$ cat config.mk
export PLATFORM = sky130hd
export DESIGN_NAME = count_enable_ctrl
export DESIGN_NICKNAME = d
export VERILOG_FILES = /design/src/rtl/count_ctrl_pkg.sv /design/src/rtl/btn_debounce.sv /design/src/rtl/count_enable_ctrl.sv
export SDC_FILE = /design/constraint.sdc
export NUM_CORES = 1
export LEC_CHECK = 0
export ABC_AREA = 1
export CAP_MARGIN = 25
export CELL_PAD_IN_SITES_DETAIL_PLACEMENT = 1
export CELL_PAD_IN_SITES_GLOBAL_PLACEMENT = 1
export CORE_MARGIN = 5
export CORE_UTILIZATION = 39
export DETAILED_ROUTE_END_ITERATION = 7
export GPL_TIMING_DRIVEN = 0
export PLACE_DENSITY_LB_ADDON = 0.1
export SLEW_MARGIN = 20
export SYNTH_ARGS = -nofsm -noshare
export SYNTH_HDL_FRONTEND = slang
export SYNTH_SLANG_ARGS = --single-unit
$ cat constraint.sdc
create_clock -name clk -period 1.35 [get_ports clk]
set_input_delay 0.135 -clock clk [delete_from_list [all_inputs] [get_ports clk]]
set_output_delay 0.135 -clock clk [all_outputs]
set_load 0.02 [all_outputs]
$ cat src/rtl/count_ctrl_pkg.sv
// Shared types and default sizing for the counter enable controller.
package count_ctrl_pkg;

    typedef enum logic [1:0] {
        STOP = 2'd0,
        RUN  = 2'd1,
        STEP = 2'd2
    } ctrl_state_t;

    localparam int DEF_DB_CYCLES  = 16;
    localparam int DEF_PRESCALE_W = 8;

endpackage

$ cat src/rtl/btn_debounce.sv
// Synchronizes and debounces the raw push-button and emits a one-cycle
// pulse on each accepted press.
module btn_debounce
    import count_ctrl_pkg::*;
#(
    parameter int DB_CYCLES = DEF_DB_CYCLES
) (
    input  logic clk,
    input  logic rst,
    input  logic btn_in,
    output logic btn_level,
    output logic btn_press
);

    localparam int              CW       = $clog2(DB_CYCLES);
    localparam logic [CW-1:0]   CNT_LAST = CW'(DB_CYCLES - 1);

    logic          sync1;
    logic          sync2;
    logic          vld1;
    logic          vld2;
    logic          armed;
    logic [CW-1:0] cnt;

    // A button held through reset must not count as a fresh press, so
    // presses are only honoured once a real low sample has been seen.
    // NOTE: sequential state uses non-blocking assignments so every flop
    // samples the pre-edge value of its neighbours (the synchronizer chain
    // depends on this).
    always_ff @(posedge clk) begin
        if (rst) begin
            sync1     <= 1'b0;
            sync2     <= 1'b0;
            vld1      <= 1'b0;
            vld2      <= 1'b0;
            armed     <= 1'b0;
            cnt       <= '0;
            btn_level <= 1'b0;
            btn_press <= 1'b0;
        end else begin
            sync1     <= btn_in;
            sync2     <= sync1;
            vld1      <= 1'b1;
            vld2      <= vld1;
            btn_press <= 1'b0;
            if (vld2 && !sync2)
                armed <= 1'b1;
            if (sync2 == btn_level) begin
                cnt <= '0;
            end else if (cnt == CNT_LAST) begin
                btn_level <= sync2;
                cnt       <= '0;
                btn_press <= sync2 & armed;
            end else begin
                cnt <= cnt + 1'b1;
            end
        end
    end

endmodule

$ cat src/rtl/count_enable_ctrl.sv
// Run/stop/single-step controller producing the one-cycle enable tick
// for the downstream 4-bit counter.
module count_enable_ctrl
    import count_ctrl_pkg::*;
#(
    parameter int DB_CYCLES  = DEF_DB_CYCLES,
    parameter int PRESCALE_W = DEF_PRESCALE_W
) (
    input  logic                  clk,
    input  logic                  rst,
    input  logic                  btn_in,
    input  logic                  step_req,
    input  logic [PRESCALE_W-1:0] prescale,
    output logic                  en,
    output logic                  running,
    output logic                  btn_press
);

    ctrl_state_t           state;
    ctrl_state_t           state_nxt;
    logic [PRESCALE_W-1:0] pcnt;
    logic [PRESCALE_W-1:0] pcnt_nxt;
    logic                  en_nxt;
    logic                  step_d;
    logic                  step_rise;
    logic                  btn_level;
    logic                  press_evt;

    btn_debounce #(
        .DB_CYCLES (DB_CYCLES)
    ) u_debounce (
        .clk       (clk),
        .rst       (rst),
        .btn_in    (btn_in),
        .btn_level (btn_level),
        .btn_press (btn_press)
    );

    // A press pulse always coincides with the level going high.
    assign press_evt = btn_press & btn_level;
    assign step_rise = step_req & ~step_d;

    // NOTE: every output of this block gets a default first, so no
    // path leaves a value held and no latch is inferred.
    always_comb begin
        state_nxt = state;
        pcnt_nxt  = '0;
        en_nxt    = 1'b0;
        unique case (state)
            STOP: begin
                if (press_evt) begin
                    state_nxt = RUN;
                end else if (step_rise) begin
                    state_nxt = STEP;
                    en_nxt    = 1'b1;
                end
            end
            RUN: begin
                if (press_evt)
                    state_nxt = STOP;
                else if (pcnt >= prescale)
                    en_nxt = 1'b1;
                else
                    pcnt_nxt = pcnt + 1'b1;
            end
            STEP:    state_nxt = STOP;
            default: state_nxt = STOP;
        endcase
    end

    // Outputs are registered alongside the state so en is high exactly
    // during STEP and on the RUN tick cycles.
    always_ff @(posedge clk) begin
        if (rst) begin
            state   <= STOP;
            pcnt    <= '0;
            en      <= 1'b0;
            running <= 1'b0;
            step_d  <= 1'b0;
        end else begin
            state   <= state_nxt;
            pcnt    <= pcnt_nxt;
            en      <= en_nxt;
            running <= (state_nxt == RUN);
            step_d  <= step_req;
        end
    end

endmodule

### After elaboration in Yosys (flattened, before gate mapping)

Index checks and enable logic that the tools add are counted.

* add/sub/neg operators: 2
* $lt $le $gt $ge: 1
* equality and inequality tests: 4
* multiplexer cells: 10
* bitwise logic cells: 7
* reduce and logical (&&, ||, !) cells: 7

Operators by type and width (count)
* adder 8 x 1 -> 8 bit, second input constant: 1
* >= comparator 8 bit: 1
* 2-to-1 mux 2 bit: 3
* OR reduction 3 bit: 2
* 2-to-1 mux 1 bit: 5
* adder 4 x 1 -> 4 bit, second input constant: 1
* == test 2 x 1 -> 1 bit, second input constant: 2
* == test 4 bit, second input constant: 1
* inverter 1 bit: 4
* case mux 2 bit (2 select lines): 1
* OR reduction 4 bit: 1
* AND 1 bit: 3
* logical NOT 2 bit: 1
* case mux 1 bit (2 select lines): 1
* AND reduction 2 bit: 1
* == test 1 bit: 1
* logical AND 1 bit: 1
* logical NOT 1 bit: 1

* bits in registers: 24
* input bits: 12
* word-level logic and storage cells: 44

### Depth between registers and ports, before layout

* word-level depth: 6
* depth in mapped cells: 11
* mapped depth without buffers: 11

### Hierarchy

From an unflattened synthesis, not the netlist that was laid out.

* cell total of the unflattened synthesis: 133
* area, all modules: 1087.3 µm²

Modules (own cells, without submodules)
* count_enable_ctrl: times used 1, cells each 91, area each 711.9 µm², sequential area each 260.2 µm²
* btn_debounce: times used 1, cells each 42, area each 375.4 µm², sequential area each 220.2 µm²

### Worst setup path after synthesis

OpenSTA, ideal clock, no wires.

* kind: reg-to-reg
* start: reg pcnt[5]
* end: reg pcnt[2]
* data arrival time: 1.191 ns
* required time: 1.277 ns
* setup slack: 0.086 ns
* cell stages (with the launch flop): 7
* path buffers: 0
* period minus slack after synthesis: 1.264 ns
* path through: dfxtp_1 > ha_1 > a21oi_1 > nor2_1 > nor2_2 > nand4_4 > nor3_2

* word-level cells in the longest chain between the ends: 2

Ends and longest elaborated chain
* start, declared: line count_enable_ctrl.sv:21 `logic [PRESCALE_W-1:0] pcnt;`
* start signal, assigned: line count_enable_ctrl.sv:82 `pcnt <= pcnt_nxt;`
* >= comparator 8 bit: line count_enable_ctrl.sv:61 `else if (pcnt >= prescale)`
* OR reduction 4 bit (no source line)

No other way between the ends.
A chain may end at the register's enable or synchronous reset.

### Final worst setup path

* start: in prescale[3]
* end: reg pcnt[2]

* word-level cells in the longest chain between the ends: 2

Ends and longest elaborated chain
* start, declared: line count_enable_ctrl.sv:13 `input logic [PRESCALE_W-1:0] prescale,`
* >= comparator 8 bit: line count_enable_ctrl.sv:61
* OR reduction 4 bit (no source line)

No other way between the ends.

==> impl_metrics.prom <==
# TYPE chip_impl_metric gauge
chip_impl_info{name="status",value="finished clean"} 1
chip_impl_metric{name="ys_ff_latch",unit=""} 24
chip_impl_metric{name="setup_slack_of_the_critical_path_after_layout",unit="ps"} 14.46
chip_impl_metric{name="routed_via_density",unit=""} 4.639
chip_impl_metric{name="crit_arrival",unit="ps"} 1560
chip_impl_info{name="crit_type",value="in2reg"} 1
chip_impl_metric{name="grt_first_pass_wirelength",unit="mm"} 3.788
chip_impl_metric{name="p_per_area",unit="nW/um^2"} 743.9
chip_impl_metric{name="grt_max_degree",unit=""} 13
chip_impl_metric{name="peakVddDrop",unit="mV"} 0.5673
chip_impl_info{name="class_of_the_worst_hold_path",value="in2reg"} 1
chip_impl_metric{name="path_clk_slew",unit="ps"} 110
chip_impl_metric{name="grt_pass1_vias",unit=""} 868
chip_impl_metric{name="yosysTopAreaCellShare",unit="%"} 44.04
chip_impl_info{name="globalRoute.busiestLayer",value="met2"} 1
chip_impl_metric{name="initial_utilization",unit="%"} 40.26
chip_impl_metric{name="dp.cells",unit=""} 174
chip_impl_metric{name="fp.dieArea",unit="sq um"} 3955
chip_impl_metric{name="globalRoute.totalOverflow",unit=""} 0
chip_impl_info{name="synth.top_cells.by_area",value="sky130_fd_sc_hd__dfxtp_1 44%, sky130_fd_sc_hd__ha_1 11%, sky130_fd_sc_hd__nor2_1 8.3%, sky130_fd_sc_hd__inv_1 7.6%, sky130_fd_sc_hd__nand2_1 4.8%"} 1
chip_impl_metric{name="synth_async_sr_flop_share",unit="%"} 0
chip_impl_metric{name="drive_above_1_share",unit="%"} 29.61
chip_impl_metric{name="routed_wirelength",unit="mm"} 2.210
chip_impl_metric{name="syn_inst",unit=""} 129
chip_impl_info{name="top_post_synthesis_cells_by_count",value="24 x sky130_fd_sc_hd__dfxtp_1, 24 x sky130_fd_sc_hd__nor2_1, 22 x sky130_fd_sc_hd__inv_1"} 1
chip_impl_info{name="crit_slowest_cell",value="sky130_fd_sc_hd__clkdlybuf4s50_1"} 1
chip_impl_metric{name="synth.net_count",unit=""} 151
chip_impl_info{name="yosysTopAreaCell",value="sky130_fd_sc_hd__dfxtp_1"} 1
chip_impl_metric{name="whs_path_depth",unit=""} 3
chip_impl_metric{name="die-width",unit="microns"} 62.89
chip_impl_metric{name="max_slew.worst_pin.slew",unit="ps"} 209.1
chip_impl_metric{name="cts.htree.levels",unit=""} 1
chip_impl_metric{name="maxCapViolations",unit=""} 0
chip_impl_metric{name="n_antenna_cell",unit=""} 0
chip_impl_info{name="synth-main-ff-cell",value="sky130_fd_sc_hd__dfxtp_1"} 1
chip_impl_metric{name="grt_util_all_layers",unit="%"} 11.85
chip_impl_metric{name="groute.layer.met3.usage",unit="%"} 3.058
chip_impl_info{name="cp-start-kind",value="input port"} 1
chip_impl_metric{name="route.antenna.remaining_nets",unit=""} 0
chip_impl_metric{name="detail_route.iter0.violations",unit=""} 6
chip_impl_metric{name="largest_register_ff_count",unit=""} 8
chip_impl_metric{name="gpl.final_weighted_congestion",unit=""} 0.6838
chip_impl_metric{name="place_ws",unit="ps"} -378.8
chip_impl_metric{name="num_rows",unit=""} 19
chip_impl_metric{name="report.final.setup_viol",unit=""} 0
chip_impl_metric{name="synth_area",unit="sq um"} 1091
chip_impl_metric{name="die-height",unit="microns"} 62.89
chip_impl_metric{name="synthSimpleGateAreaFrac",unit="%"} 27.06
chip_impl_metric{name="drc",unit=""} 0
chip_impl_metric{name="post-dp-hpwl",unit="mm"} 1.605
chip_impl_info{name="largestRegisters",value="pcnt: 8 flops, u_debounce.cnt: 4 flops, state: 2 flops"} 1
chip_impl_metric{name="drv_slew",unit=""} 0
chip_impl_metric{name="total_leakage_power",unit="nW"} 0.6442
chip_impl_metric{name="cp_data_required_time",unit="ps"} 1580
chip_impl_metric{name="cts_max_path_buffers",unit=""} 2
chip_impl_metric{name="yosys-mux-area-fraction",unit="%"} 0
chip_impl_metric{name="post_synth_fa_ha_maj_area_fraction",unit="%"} 11.47
chip_impl_metric{name="detailroute.via_count",unit=""} 849
chip_impl_metric{name="syn-mean-instance-area",unit="sq um"} 8.458
chip_impl_info{name="synth_top_family_by_area",value="simple AND/OR/NAND/NOR gates"} 1
chip_impl_metric{name="final_util",unit="%"} 55.22
chip_impl_metric{name="worstPathMaxFanout",unit=""} 8
chip_impl_info{name="worst_setup_path_end_kind",value="register"} 1
chip_impl_metric{name="iteration_count_of_the_initial_detailed_routing_pass",unit=""} 2
chip_impl_metric{name="synth-xor-area-share",unit="%"} 5.619
chip_impl_metric{name="finish.cell_count_without_fillers",unit=""} 183
chip_impl_metric{name="wl_per_cell",unit="microns"} 12.08
chip_impl_metric{name="grtUsageMet2",unit="%"} 20.77
chip_impl_metric{name="timing.setup.tns",unit="ps"} 0
chip_impl_metric{name="timing.final.crit_period",unit="ps"} 1336
chip_impl_metric{name="timing.max_slew.rel_slack",unit="%"} 86.11
chip_impl_metric{name="endpoints_failing_hold",unit=""} 0
chip_impl_metric{name="worst-path-buf-inv",unit=""} 2
chip_impl_metric{name="critical_path.max_stage_delay",unit="ps"} 460
chip_impl_metric{name="port_buffers",unit=""} 14
chip_impl_metric{name="numCtsBuffers",unit=""} 3
chip_impl_metric{name="post_synth_num_cell_types",unit=""} 22
chip_impl_metric{name="r2r.worst_path.cells",unit=""} 6
chip_impl_metric{name="synth-seq-area-share",unit="%"} 44.04
chip_impl_metric{name="yosysWarningCount",unit=""} 0
chip_impl_metric{name="met1_usage_in_global_routing",unit="%"} 13.11
chip_impl_metric{name="cts_hold_repair.buffers",unit=""} 0
chip_impl_info{name="tritoncts",value="done"} 1
chip_impl_metric{name="clock_skew",unit="ps"} 4.355
chip_impl_info{name="cp_top_family",value="buffers and inverters"} 1
chip_impl_metric{name="achievable-frequency",unit="MHz"} 748.8
chip_impl_metric{name="synth_compound_gate_area_share",unit="%"} 3.784
chip_impl_metric{name="clkLatencyLatePin",unit="ps"} 300
chip_impl_metric{name="area_growth",unit="%"} 37.16
chip_impl_metric{name="synth-edff-count",unit=""} 0
chip_impl_info{name="registers.top_by_ff_count",value="pcnt"} 1
chip_impl_metric{name="core_area",unit="sq um"} 2710
chip_impl_metric{name="antenna_violations_before_repair",unit=""} 0
chip_impl_info{name="rsz0062_at_grt",value="true"} 1
chip_impl_metric{name="fin_nets",unit=""} 176
chip_impl_metric{name="io-pin-count",unit=""} 15
chip_impl_info{name="crit_path_cell_trace",value="clkdlybuf4s50_1 -> inv_1 -> ha_4 -> a21oi_1 -> nand2_1 -> nand2_2 -> nand4_4 -> nor3_2"} 1
chip_impl_metric{name="cp_num_cells",unit=""} 8
chip_impl_info{name="clock_tree.root_cell",value="sky130_fd_sc_hd__clkbuf_4"} 1
chip_impl_metric{name="hold_slack",unit="ps"} 345.7
chip_impl_metric{name="cts.sink_count",unit=""} 24
chip_impl_metric{name="min_period_over_period",unit="%"} 98.93
-- worst min-delay path, cell delays in order --
cell	delay (ps)
sky130_fd_sc_hd__clkdlybuf4s50_1	400
sky130_fd_sc_hd__inv_1	50
sky130_fd_sc_hd__nor2_1	30
-- cell usage in the layout (no fill, tap or decap), drive strengths merged --
| master | synthesis | final |
|---|---|---|
| nand4 | 5 | 5 |
| clkdlybuf4s50 | 0 | 11 |
| buf | 1 | 7 |
| nand3 | 6 | 6 |
| xnor2 | 2 | 2 |
| xor2 | 5 | 5 |
| nand3b | 1 | 1 |
| clkbuf | 0 | 3 |
| o21ai | 1 | 1 |
| nand2 | 15 | 15 |
| dfxtp | 24 | 24 |
| nor2 | 29 | 29 |
| a21oi | 5 | 5 |
| ha | 10 | 10 |
| dlygate4sd2 | 0 | 3 |
| inv | 22 | 22 |
| a21o | 1 | 1 |
| nor3 | 2 | 2 |
-- stage by stage --
stage | instance area, sq um | power (mW)
2_1_floorplan | 1091 | 0.7855
3_3_place_gp | 1270 | 0.8270
3_5_place_dp | 1270 | 0.8319
4_1_cts | 1408 | 1.131
5_1_grt | 1496 | 1.194
6_report | 1496 | 1.113
-- layout make-up --
class	count	area (sq um)
Multi-Input combinational cell	82	663.1
Timing Repair Buffer	20	181.4
Fill cell	322	1214
Clock buffer	3	22.52
Buffer	1	5.005
Inverter	22	82.58
Tap cell	31	38.79
Sequential cell	24	503.0
-- layer usage --
layer	wire length, microns	part of all wire [%]	vias to the layer above
met5	0	0	-
met4	17	0.77	0
met3	54	2.4	2
met2	1123	51	9
met1	1014	46	389
li1	-	-	449
-- report_power, final --
| group | internal [mW] | switching [mW] | leakage (nW) |
|---|---|---|---|
| Clock | 0.104 | 0.182 | 0.0138 |
| Sequential | 0.711 | 0.00556 | 0.201 |
| Combinational | 0.0585 | 0.0517 | 0.429 |
-- cells by family after synthesis --
family	count (synthesis)
AOI/OAI and AO/OA	7
buffers and inverters	23
and+or+nand+nor	58
xor gates and xnor gates	7
adders and majority gates	10
DFF	24
-- final timing paths --
kind,endpoint,slack (ps),from
worst min-delay path,u_debounce.sync1,350,btn_in
worst max register to register,pcnt[2],10,pcnt[5]
worst max-delay path,pcnt[2],10,prescale[3]
worst min register to register,u_debounce.sync2,410,u_debounce.sync1
-- repair_timing --
item,CTS,global route
pin swaps,6,14
setup buffers,4,2
resized for setup,22,14
setup endpoints to repair,12,9
No activity file was read; power rests on OpenSTA's default activity.
